<file path="src/rtl/sat_addsub_seq_pkg.sv">
// sat_alu_pkg: shared mode and FSM state types for the sequential saturating add/sub unit.
package sat_alu_pkg;
  typedef enum logic [1:0] {MODE_ADD = 2'b00, MODE_SUB = 2'b01, MODE_PADD = 2'b10, MODE_ADDW = 2'b11} mode_t;
  typedef enum logic [1:0] {IDLE = 2'b00, RUN = 2'b01, DONE = 2'b10} state_t;
endpackage

</file>
<file path="src/rtl/sat_addsub_seq_if.sv">
// sat_addsub_seq_if: start/ready/done request bus between the ALU and the add/sub engine.
interface sat_addsub_seq_if #(parameter int WIDTH = 16);
  import sat_alu_pkg::*;
  logic start;
  mode_t mode;
  logic [WIDTH-1:0] a;
  logic [WIDTH-1:0] b;
  logic ready;
  logic done;
  logic [WIDTH-1:0] result;
  logic n_flag;
  logic z_flag;
  logic v_flag;
  logic cout;
  modport master (output start, mode, a, b, input ready, done, result, n_flag, z_flag, v_flag, cout);
  modport slave (input start, mode, a, b, output ready, done, result, n_flag, z_flag, v_flag, cout);
endinterface

</file>
<file path="src/rtl/sat_addsub_seq_lane.sv">
// sat_lane_add: one combinational LANE_W-bit carry-lookahead lane with optional lane saturation.
module sat_lane_add #(parameter int LANE_W = 4) (
  input  logic [LANE_W-1:0] a,
  input  logic [LANE_W-1:0] b,
  input  logic              cin,
  input  logic              sat_en,
  output logic [LANE_W-1:0] sum,
  output logic              cout,
  output logic              ovf
);
  logic [LANE_W-1:0] g, p, raw;
  logic [LANE_W:0] c;
  assign g = a & b;
  assign p = a ^ b;
  always_comb begin
    c[0] = cin;
    for (int i = 0; i < LANE_W; i++) c[i+1] = g[i] | (p[i] & c[i]);
  end
  assign raw  = p ^ c[LANE_W-1:0];
  assign cout = c[LANE_W];
  // signed overflow: carry into the sign bit differs from carry out of it
  assign ovf  = c[LANE_W] ^ c[LANE_W-1];
  assign sum  = (sat_en && ovf) ? (a[LANE_W-1] ? {1'b1, {(LANE_W-1){1'b0}}} : {1'b0, {(LANE_W-1){1'b1}}}) : raw;
endmodule

</file>
<file path="src/rtl/sat_addsub_seq.sv">
// sat_addsub_seq: multi-cycle signed saturating add/sub, one LANE_W lane per cycle, LSB lane first.
module sat_addsub_seq
  import sat_alu_pkg::*;
#(
  parameter int WIDTH  = 16,
  parameter int LANE_W = 4
) (
  input logic             clk,
  input logic             rst,
  sat_addsub_seq_if.slave bus
);
  localparam int N_LANES = WIDTH / LANE_W;
  localparam int IW = (N_LANES > 1) ? $clog2(N_LANES) : 1;
  if ((WIDTH % LANE_W) != 0 || LANE_W < 2) begin : g_bad_params
    $error("sat_addsub_seq: WIDTH must be a multiple of LANE_W and LANE_W >= 2");
  end
  state_t state_q, state_d;
  mode_t mode_q, mode_d;
  logic [WIDTH-1:0] a_q, a_d, b_q, b_d, psum_q, psum_d, result_q, result_d;
  logic [IW-1:0] idx_q, idx_d;
  logic carry_q, carry_d, n_q, n_d, z_q, z_d, v_q, v_d, c_q, c_d;
  logic [LANE_W-1:0] l_a, l_b, l_sum;
  logic l_cout, l_ovf, padd, last;
  assign padd = mode_q == MODE_PADD;
  assign last = idx_q == IW'(N_LANES - 1);
  assign l_a = a_q[int'(idx_q)*LANE_W +: LANE_W];
  assign l_b = b_q[int'(idx_q)*LANE_W +: LANE_W];
  sat_lane_add #(.LANE_W(LANE_W)) u_lane (
    .a(l_a), .b(l_b), .cin(padd ? 1'b0 : carry_q), .sat_en(padd),
    .sum(l_sum), .cout(l_cout), .ovf(l_ovf)
  );
  always_comb begin
    state_d  = state_q;
    mode_d   = mode_q;
    a_d      = a_q;
    b_d      = b_q;
    idx_d    = idx_q;
    carry_d  = carry_q;
    psum_d   = psum_q;
    result_d = result_q;
    n_d      = n_q;
    z_d      = z_q;
    v_d      = v_q;
    c_d      = c_q;
    if (state_q == IDLE) begin
      if (bus.start) begin
        state_d = RUN;
        mode_d  = bus.mode;
        a_d     = bus.a;
        // SUB is a + ~b + 1: store ~b and seed the carry chain with 1
        b_d     = (bus.mode == MODE_SUB) ? ~bus.b : bus.b;
        idx_d   = '0;
        carry_d = bus.mode == MODE_SUB;
      end
    end else if (state_q == RUN) begin
      psum_d[int'(idx_q)*LANE_W +: LANE_W] = l_sum;
      carry_d = l_cout;
      idx_d   = idx_q + IW'(1);
      if (last) begin
        state_d  = DONE;
        result_d = (mode_q inside {MODE_ADD, MODE_SUB} && l_ovf) ?
                   (a_q[WIDTH-1] ? {1'b1, {(WIDTH-1){1'b0}}} : {1'b0, {(WIDTH-1){1'b1}}}) : psum_d;
        if (!padd) begin
          n_d = result_d[WIDTH-1];
          z_d = result_d == '0;
          v_d = l_ovf;
          c_d = l_cout;
        end
      end
    end else begin
      state_d = IDLE;
    end
  end
  always_ff @(posedge clk) begin
    if (rst) begin
      state_q  <= IDLE;
      mode_q   <= MODE_ADD;
      a_q      <= '0;
      b_q      <= '0;
      idx_q    <= '0;
      carry_q  <= 1'b0;
      psum_q   <= '0;
      result_q <= '0;
      n_q      <= 1'b0;
      z_q      <= 1'b0;
      v_q      <= 1'b0;
      c_q      <= 1'b0;
    end else begin
      state_q  <= state_d;
      mode_q   <= mode_d;
      a_q      <= a_d;
      b_q      <= b_d;
      idx_q    <= idx_d;
      carry_q  <= carry_d;
      psum_q   <= psum_d;
      result_q <= result_d;
      n_q      <= n_d;
      z_q      <= z_d;
      v_q      <= v_d;
      c_q      <= c_d;
    end
  end
  assign bus.ready  = state_q == IDLE;
  assign bus.done   = state_q == DONE;
  assign bus.result = result_q;
  assign bus.n_flag = n_q;
  assign bus.z_flag = z_q;
  assign bus.v_flag = v_q;
  assign bus.cout   = c_q;
endmodule

</file>
<file path="src/flat_wrapper.sv">
// flat-port wrapper written by rule: the top's interface ports become plain ports
module sat_addsub_seq_flat import sat_alu_pkg::*;
#(
  parameter int WIDTH  = 16,
  parameter int LANE_W = 4
)
  (clk, rst, bus_start, bus_mode, bus_a, bus_b, bus_ready, bus_done, bus_result, bus_n_flag, bus_z_flag, bus_v_flag, bus_cout);
  sat_addsub_seq_if #(.WIDTH(WIDTH)) bus_i ();
  input logic clk;
  input logic rst;
  input wire logic [$bits(bus_i.start)-1:0] bus_start;
  input wire logic [$bits(bus_i.mode)-1:0] bus_mode;
  input wire logic [$bits(bus_i.a)-1:0] bus_a;
  input wire logic [$bits(bus_i.b)-1:0] bus_b;
  output wire logic [$bits(bus_i.ready)-1:0] bus_ready;
  output wire logic [$bits(bus_i.done)-1:0] bus_done;
  output wire logic [$bits(bus_i.result)-1:0] bus_result;
  output wire logic [$bits(bus_i.n_flag)-1:0] bus_n_flag;
  output wire logic [$bits(bus_i.z_flag)-1:0] bus_z_flag;
  output wire logic [$bits(bus_i.v_flag)-1:0] bus_v_flag;
  output wire logic [$bits(bus_i.cout)-1:0] bus_cout;
  assign bus_i.start = bus_start;
  assign bus_i.mode = bus_mode;
  assign bus_i.a = bus_a;
  assign bus_i.b = bus_b;
  assign bus_ready = bus_i.ready;
  assign bus_done = bus_i.done;
  assign bus_result = bus_i.result;
  assign bus_n_flag = bus_i.n_flag;
  assign bus_z_flag = bus_i.z_flag;
  assign bus_v_flag = bus_i.v_flag;
  assign bus_cout = bus_i.cout;
  sat_addsub_seq #(.WIDTH(WIDTH), .LANE_W(LANE_W)) u_core (.clk(clk), .rst(rst), .bus(bus_i));
endmodule
</file>
<file path="config.mk">
export PLATFORM = sky130hd
export DESIGN_NAME = sat_addsub_seq_flat
export DESIGN_NICKNAME = d
export VERILOG_FILES = /design/src/rtl/sat_addsub_seq_pkg.sv /design/src/rtl/sat_addsub_seq_if.sv /design/src/rtl/sat_addsub_seq_lane.sv /design/src/rtl/sat_addsub_seq.sv /design/src/flat_wrapper.sv
export SDC_FILE = /design/constraint.sdc
export NUM_CORES = 1
export LEC_CHECK = 0
export CORE_MARGIN = 3
export CORE_UTILIZATION = 50
export CTS_BUF_LIST = sky130_fd_sc_hd__clkbuf_2 sky130_fd_sc_hd__clkbuf_4 sky130_fd_sc_hd__clkbuf_8
export CTS_CLUSTER_SIZE = 40
export DETAILED_ROUTE_END_ITERATION = 7
export PLACE_DENSITY = 0.83
export SYNTH_ARGS = -nofsm -noshare
export SYNTH_HDL_FRONTEND = slang
export SYNTH_HIERARCHICAL = 1
export SYNTH_SLANG_ARGS = --single-unit
</file>
<file path="constraint.sdc">
create_clock -name clk -period 4.7 [get_ports clk]
set_clock_uncertainty 0.15 [all_clocks]
set_input_delay 0.94 -clock clk [delete_from_list [all_inputs] [get_ports clk]]
set_output_delay 0.94 -clock clk [all_outputs]
set_load 0.01 [all_outputs]
</file>
==> results.cfg, run 1 <==
[synthesis]
async_flop_share_pct = 0
ys.flop_type = dfxtp_1
synthCells = 424
synth_fp_nets = 471
syn_area_um2 = 3730
ys_top_cells_by_area = dfxtp_1 (40%), a21oi_1 (6.0%), a211oi_1 (5.8%), nand2_1 (5.4%), nor2_1 (5.4%)
synth-seq-area-share_pct = 40.3
synth_edf_count = 0
yosysTopAreaCell = dfxtp_1
netlist-cell-type-count = 58
yosys_warnings = 6
ys_ff_latch = 75
syn_area_per_cell_um2 = 8.79
synth_top_area_share_pct = 40.3

[global_routing]
grt_remaining_overflow = 0
antenna_found_initial = 0
grt_start_max_net_pins = 47
gr-usage-all-layers_pct = 21.3
first_global_vias = 3137
grt_pass1_wl_um = 14700

[cells_and_area]
final_cell_mix = dfxtp_1 (74), clkdlybuf4s50_1 (57), nor2_1 (54), nand2_1 (54), a21oi_1 (45)
final_nets = 516
n_antenna_cell = 0
area_delta_synth_final_pct = 21.6
multi_input_area_um2 = 2020
mostFrequentLayoutCell = dfxtp_1
ff_latch_area_um2 = 1500
layout-drive-gt1-share_pct = 11.0
fill_cells = 601
final_cell_area_um2 = 4540

[routing]
drt_iter0_drc = 188
via_count = 3201
dr.pass1.iters = 5
drc = 0
routedWlPerCell_um = 15.7
finalWirelength_um = 8940
viasPerCell = 5.63
postRouteAntennaNets = 0

[pwr]
power.leakage_nw = 1.62
power_frac_seq_pct = 47.0
p_int_w = 0.00106
irDropWorstVdd_v = 0.000175
pwr-share-comb_pct = 18.8
swShare_pct = 27.7
p_per_area_nw_per_um2 = 323
power_switching_w = 0.000405
clkPwrFrac_pct = 34.3

[cts]
cts_tree = built
cts_max_level = 3
cts.sinks = 75
worstSkewPairLatency_ns = 0.34
numCtsBuffers = 9
clkSlewWorstSetupHoldPaths_ns = 0.07
cts_resized = 0
cts_root_buf = clkbuf_8
cts_post_setup_buffers_inserted = 0
clk_path_buf_depth = 2
cts_hold_buffers = 0

[worst_setup_path]
crit_path_start_kind = flip-flop
path_max_fanout = 6
crit_path_frequent_cell = fa_1
cp_slowest_cell = fa_1
cp_data_arrival_time_ns = 4.53
critPathTopFamily = adder cells
cp_cell_sequence = mux4_2 > inv_1 > fa_1 > inv_1 > fa_1 > inv_1 > fa_1 > fa_1 > xor2_2 > and3_2 > a21oi_1 > nand3b_1 > a211o_1 > and4_1 > a41oi_1 > o31ai_1
worstPathRequired_ns = 4.78
worst-setup-path-type = reg -> reg
cpPeakStageDelay_ns = 0.45
path_buf_inv = 3
cp-end-kind = flip-flop

[floorplanning]
start_util_pct = 53.1
ioPinCount = 59
row_count = 30
die_y_um = 92.4
die_x_um = 92.4
die_area_um2 = 8530
coreArea_um2 = 7020

[sta]
final_hold_viol_count = 0
fin_crit_ns = 4.46
drv_slew = 0
relSlewSlack_pct = 28.6
fmax_mhz = 224
timing.final.crit_share_pct = 94.8
worst_slew_pin_slew_ns = 1.07
rsz0062_at_grt = no
setup_tns_ns = 0
setup_viol = 0

[placed_design]
dpl_cell_area_um2 = 4330
place_hpwl_um = 6350
port_buffers = 58
gp_congestion = 0.901

[run_status]
status = finished clean

[min_path]
hp-class = reg -> reg

[flow_run]
drv_cap = 0
## per-layer routing
metal	routed length (um)	track usage, %
met5	0	0
met4	168	8.91
met3	471	3.25
met2	4490	37.5
met1	3810	25.8
## state kept, by name (all words and copies together), names as in the netlist
signal	cells
u_core/a_q	16
u_core/b_q	16
u_core/bus.result	16
u_core/psum_q	16
u_core/idx_q	2
u_core/mode_q	2
u_core/state_q	2
u_core/bus.cout	1
u_core/bus.n_flag	1
u_core/bus.v_flag	1
u_core/bus.z_flag	1
u_core/carry_q	1
## Yosys cell counts, drive strengths merged (2+ instances only)
cell type and n:
mux4 8, nor3 5, o31ai 2, nand2b 4, a211o 3, a31oi 5, and2b 4, and3b 2
a32oi 3, inv 15, and2 3, a21oi 45, a22oi 11, nand2 55, nand3 3, nand4 2
buf 15, nor2b 10, dfxtp 75, nor3b 2, a221o 4, fa 4, nor2 54, a211oi 29
clkbuf 17, ha 6, xnor2 16, or2b 2, o21ai 3
## cell families (layout without fill, tap and decap cells)
logic type / after synthesis / count (layout) / share of synthesized area, %
adder cells (fa/ha/maj): 10 / 10 / 4.16
AND/OR/NAND/NOR: 156 / 156 / 20.8
XOR/XNOR: 17 / 17 / 4.19
flip-flops: 75 / 75 / 40.3
multiplexers: 9 / 9 / 5.10
buffers and inverters: 47 / 96 / 5.64
AO/OA/AOI/OAI: 110 / 110 / 19.9
## worst min-delay path, delay by kind of cell, from the launching register on
family / cells / cell delay, ns
DFF: 1 / 0.31
and+or+nand+nor: 1 / 0.05
AOI/OAI and AO/OA: 1 / 0.05
## area by class of cell
type,count,share of cell area [%]
clock buffer,11,3.34
sequential,75,33.1
multi-input combinational,302,44.5
inverter,15,1.24
timing repair buffer,66,14.0
tap,96,2.65
clock inverter,4,1.10
## power groups by stage
stage / Combinational (W) / Clock, W / Sequential (W)
after global placement: 0.000267 / 0 / 0.000700
final: 0.000275 / 0.000502 / 0.000688
after floorplan: 0.000195 / 0 / 0.000694
after global routing: 0.000302 / 0.000537 / 0.000691
after CTS: 0.000272 / 0.000512 / 0.000688
after detailed placement: 0.000271 / 0 / 0.000702
## metrics by stage
step	total power, W	setup WS, ns	std cells	hold slack (ns)	util (%)
global placement	0.000966	0.399	554	0.293	61.7
finish	0.00146	0.244	569	0.309	64.6
detailed placement	0.000973	0.255	554	0.298	61.7
global route	0.00153	0.0520	569	0.328	64.6
CTS	0.00147	0.199	569	0.308	64.6
floorplan	0.000889	0.223	424	0.282	-
## worst paths after layout
| check | startpoint | to | slack [ns] | cells past startpoint |
|---|---|---|---|---|
| max reg2reg | u_core/idx_q[0]$_SDFFE_PP0P_ | u_core/bus.z_flag$_SDFFE_PP0P_ | 0.24 | 16 |
| max | u_core/idx_q[0]$_SDFFE_PP0P_ | u_core/bus.z_flag$_SDFFE_PP0P_ | 0.24 | 16 |
| min reg2reg | u_core/a_q[3]$_SDFFE_PP0P_ | u_core/a_q[3]$_SDFFE_PP0P_ | 0.31 | 2 |
| min | u_core/a_q[3]$_SDFFE_PP0P_ | u_core/a_q[3]$_SDFFE_PP0P_ | 0.31 | 2 |
Note: power is estimated with default switching activity, not from simulation.
==> run 2: changes to the inputs <==
Settings changed: CTS_CLUSTER_SIZE 40 to 12.
==> results of run 2 <==
No change in the layout: final DEF, timing and power equal those of run 1.
==> run 3: changes to the inputs <==
Settings changed: GPL_ROUTABILITY_DRIVEN set to 0.
==> results.cfg, run 3 (synthesized netlist as in run 1, its figures left out) <==
[sta]
relSlewSlack_pct = 28.8
setup_viol = 0
setup_tns_ns = 0
rsz0062_at_grt = no
whs_ns = 0.305
fmax_mhz = 226
drv_slew = 0
worst_slew_pin_slew_ns = 1.07
final_hold_viol_count = 0
timing.final.crit_share_pct = 94.2
fin_crit_ns = 4.43
fin_ws_ns = 0.271

[worst_setup_path]
crit_path_start_kind = flip-flop
worstPathRequired_ns = 4.84
r2r-end = u_core/bus.result[6]$_SDFFE_PP0P_
cp-end-kind = flip-flop
cp_data_arrival_time_ns = 4.57
path_max_fanout = 6
rr_worst_depth = 16
worst-setup-path-type = reg -> reg
crit_end = u_core/bus.result[6]$_SDFFE_PP0P_
crit_start = u_core/idx_q[1]$_SDFFE_PP0P_
ff2ff_setup_slack_ns = 0.27
r2r_start = u_core/idx_q[1]$_SDFFE_PP0P_

[cts]
cts.sinks = 75
cts_root_buf = clkbuf_8
clkSlewWorstSetupHoldPaths_ns = 0.08
clk_path_buf_depth = 2
cts_max_level = 3
cts_hold_buffers = 0
cts_tree = built
worstSkewPairLatency_ns = 0.36
cts_post_setup_buffers_inserted = 0
numCtsBuffers = 9
cts_resized = 0

[floorplanning]
start_util_pct = 53.1
die_x_um = 92.4
die_y_um = 92.4
die_area_um2 = 8530
ioPinCount = 59
coreArea_um2 = 7020
row_count = 30

[global_routing]
grt_start_max_net_pins = 44
grt_pass1_wl_um = 14500
antenna_found_initial = 0
first_global_vias = 3080
gr-usage-all-layers_pct = 21.3
grt_remaining_overflow = 0

[cells_and_area]
final_cell_mix = dfxtp_1 (74), clkdlybuf4s50_1 (57), nor2_1 (54), nand2_1 (54), a21oi_1 (45)
n_antenna_cell = 0
area_delta_synth_final_pct = 22.0
final_cell_area_um2 = 4550
mostFrequentLayoutCell = dfxtp_1
layout-drive-gt1-share_pct = 11.0
final_nets = 514

[routing]
via_count = 3302
drt_iter0_drc = 165
postRouteAntennaNets = 0
drc = 0
dr.pass1.iters = 6
finalWirelength_um = 8790
routedWlPerCell_um = 15.5
viasPerCell = 5.81

[pwr]
irDropWorstVdd_v = 0.000181
p_per_area_nw_per_um2 = 332
power.leakage_nw = 1.62

[placed_design]
port_buffers = 58
place_hpwl_um = 6160
dp_slack_ns = 0.141
dpl_cell_area_um2 = 4320

[flow_run]
drv_cap = 0

[min_path]
worst_hold_path.num_cells = 2
hp-class = reg -> reg

[run_status]
status = finished clean
## run 3: changes by cell type in the layout (fill, tap and decap cells not counted), sizes merged
| cell | delta |
|---|---|
| buf | -2 |
| clkbuf | -1 |
| clkinv | +2 |
| bufinv | +1 |
| inv | +1 |
| clkinvlp | -2 |
## run 3: cell type report
type / count / area, um2
fillers: 595 / 2470
multi-input cells: 302 / 2020
well taps: 96 / 120
flip-flops and latches: 75 / 1500
inverters: 15 / 56.3
clock inverters: 6 / 87.6
repair buffers: 64 / 621
clock buffers: 10 / 138
## run 3: metal layers
layer	up-vias	routed length [um]	GRT usage (%)
met5	-	0	0
met4	0	159	7.30
met3	15	568	6.09
met2	151	4350	36.6
met1	1564	3710	25.5
li1	1572	-	-
## run 3: how the worst min path moves through the flow
stage	startpoint	end	slack [ns]
floorplan	u_core/psum_q[15]$_SDFFE_PP0P_	u_core/psum_q[15]$_SDFFE_PP0P_	0.28
global route	u_core/bus.result[14]$_SDFFE_PP0P_	u_core/bus.result[14]$_SDFFE_PP0P_	0.34
finish	u_core/bus.result[14]$_SDFFE_PP0P_	u_core/bus.result[14]$_SDFFE_PP0P_	0.31
CTS	u_core/bus.result[14]$_SDFFE_PP0P_	u_core/bus.result[14]$_SDFFE_PP0P_	0.31
detailed placement	u_core/mode_q[0]$_SDFFE_PP0P_	u_core/mode_q[0]$_SDFFE_PP0P_	0.30
global placement	u_core/psum_q[15]$_SDFFE_PP0P_	u_core/psum_q[15]$_SDFFE_PP0P_	0.29
## run 3: critical path, cell delays in order (launching register included)
cell	delay, ns
dfxtp_1	0.51
mux4_2	0.26
inv_1	0.06
fa_1	0.41
inv_1	0.07
fa_1	0.16
inv_1	0.05
fa_1	0.44
fa_1	0.46
xor2_2	0.30
nand2_2	0.13
a21oi_1	0.46
and3b_1	0.31
a31oi_1	0.13
a211oi_1	0.29
a21oi_1	0.07
nor2_1	0.11
## run 3: through the flow
stage,std cells,total power [W],util (%)
6_report,568,0.00151,64.8
5_1_grt,568,0.00158,64.8
4_1_cts,568,0.00151,64.7
3_5_place_dp,552,0.000965,61.5
3_3_place_gp,552,0.000957,61.5
2_1_floorplan,424,0.000889,-
## run 3: where the power goes
group | leakage [nW] | total [W] | internal [W] | switching (W)
Sequential | 0.613 | 0.000688 | 0.000667 | 0.0000216
Combinational | 0.891 | 0.000269 | 0.000120 | 0.000150
Clock | 0.117 | 0.000554 | 0.000314 | 0.000240
Total | 1.62 | 0.00151 | 0.00110 | 0.000411
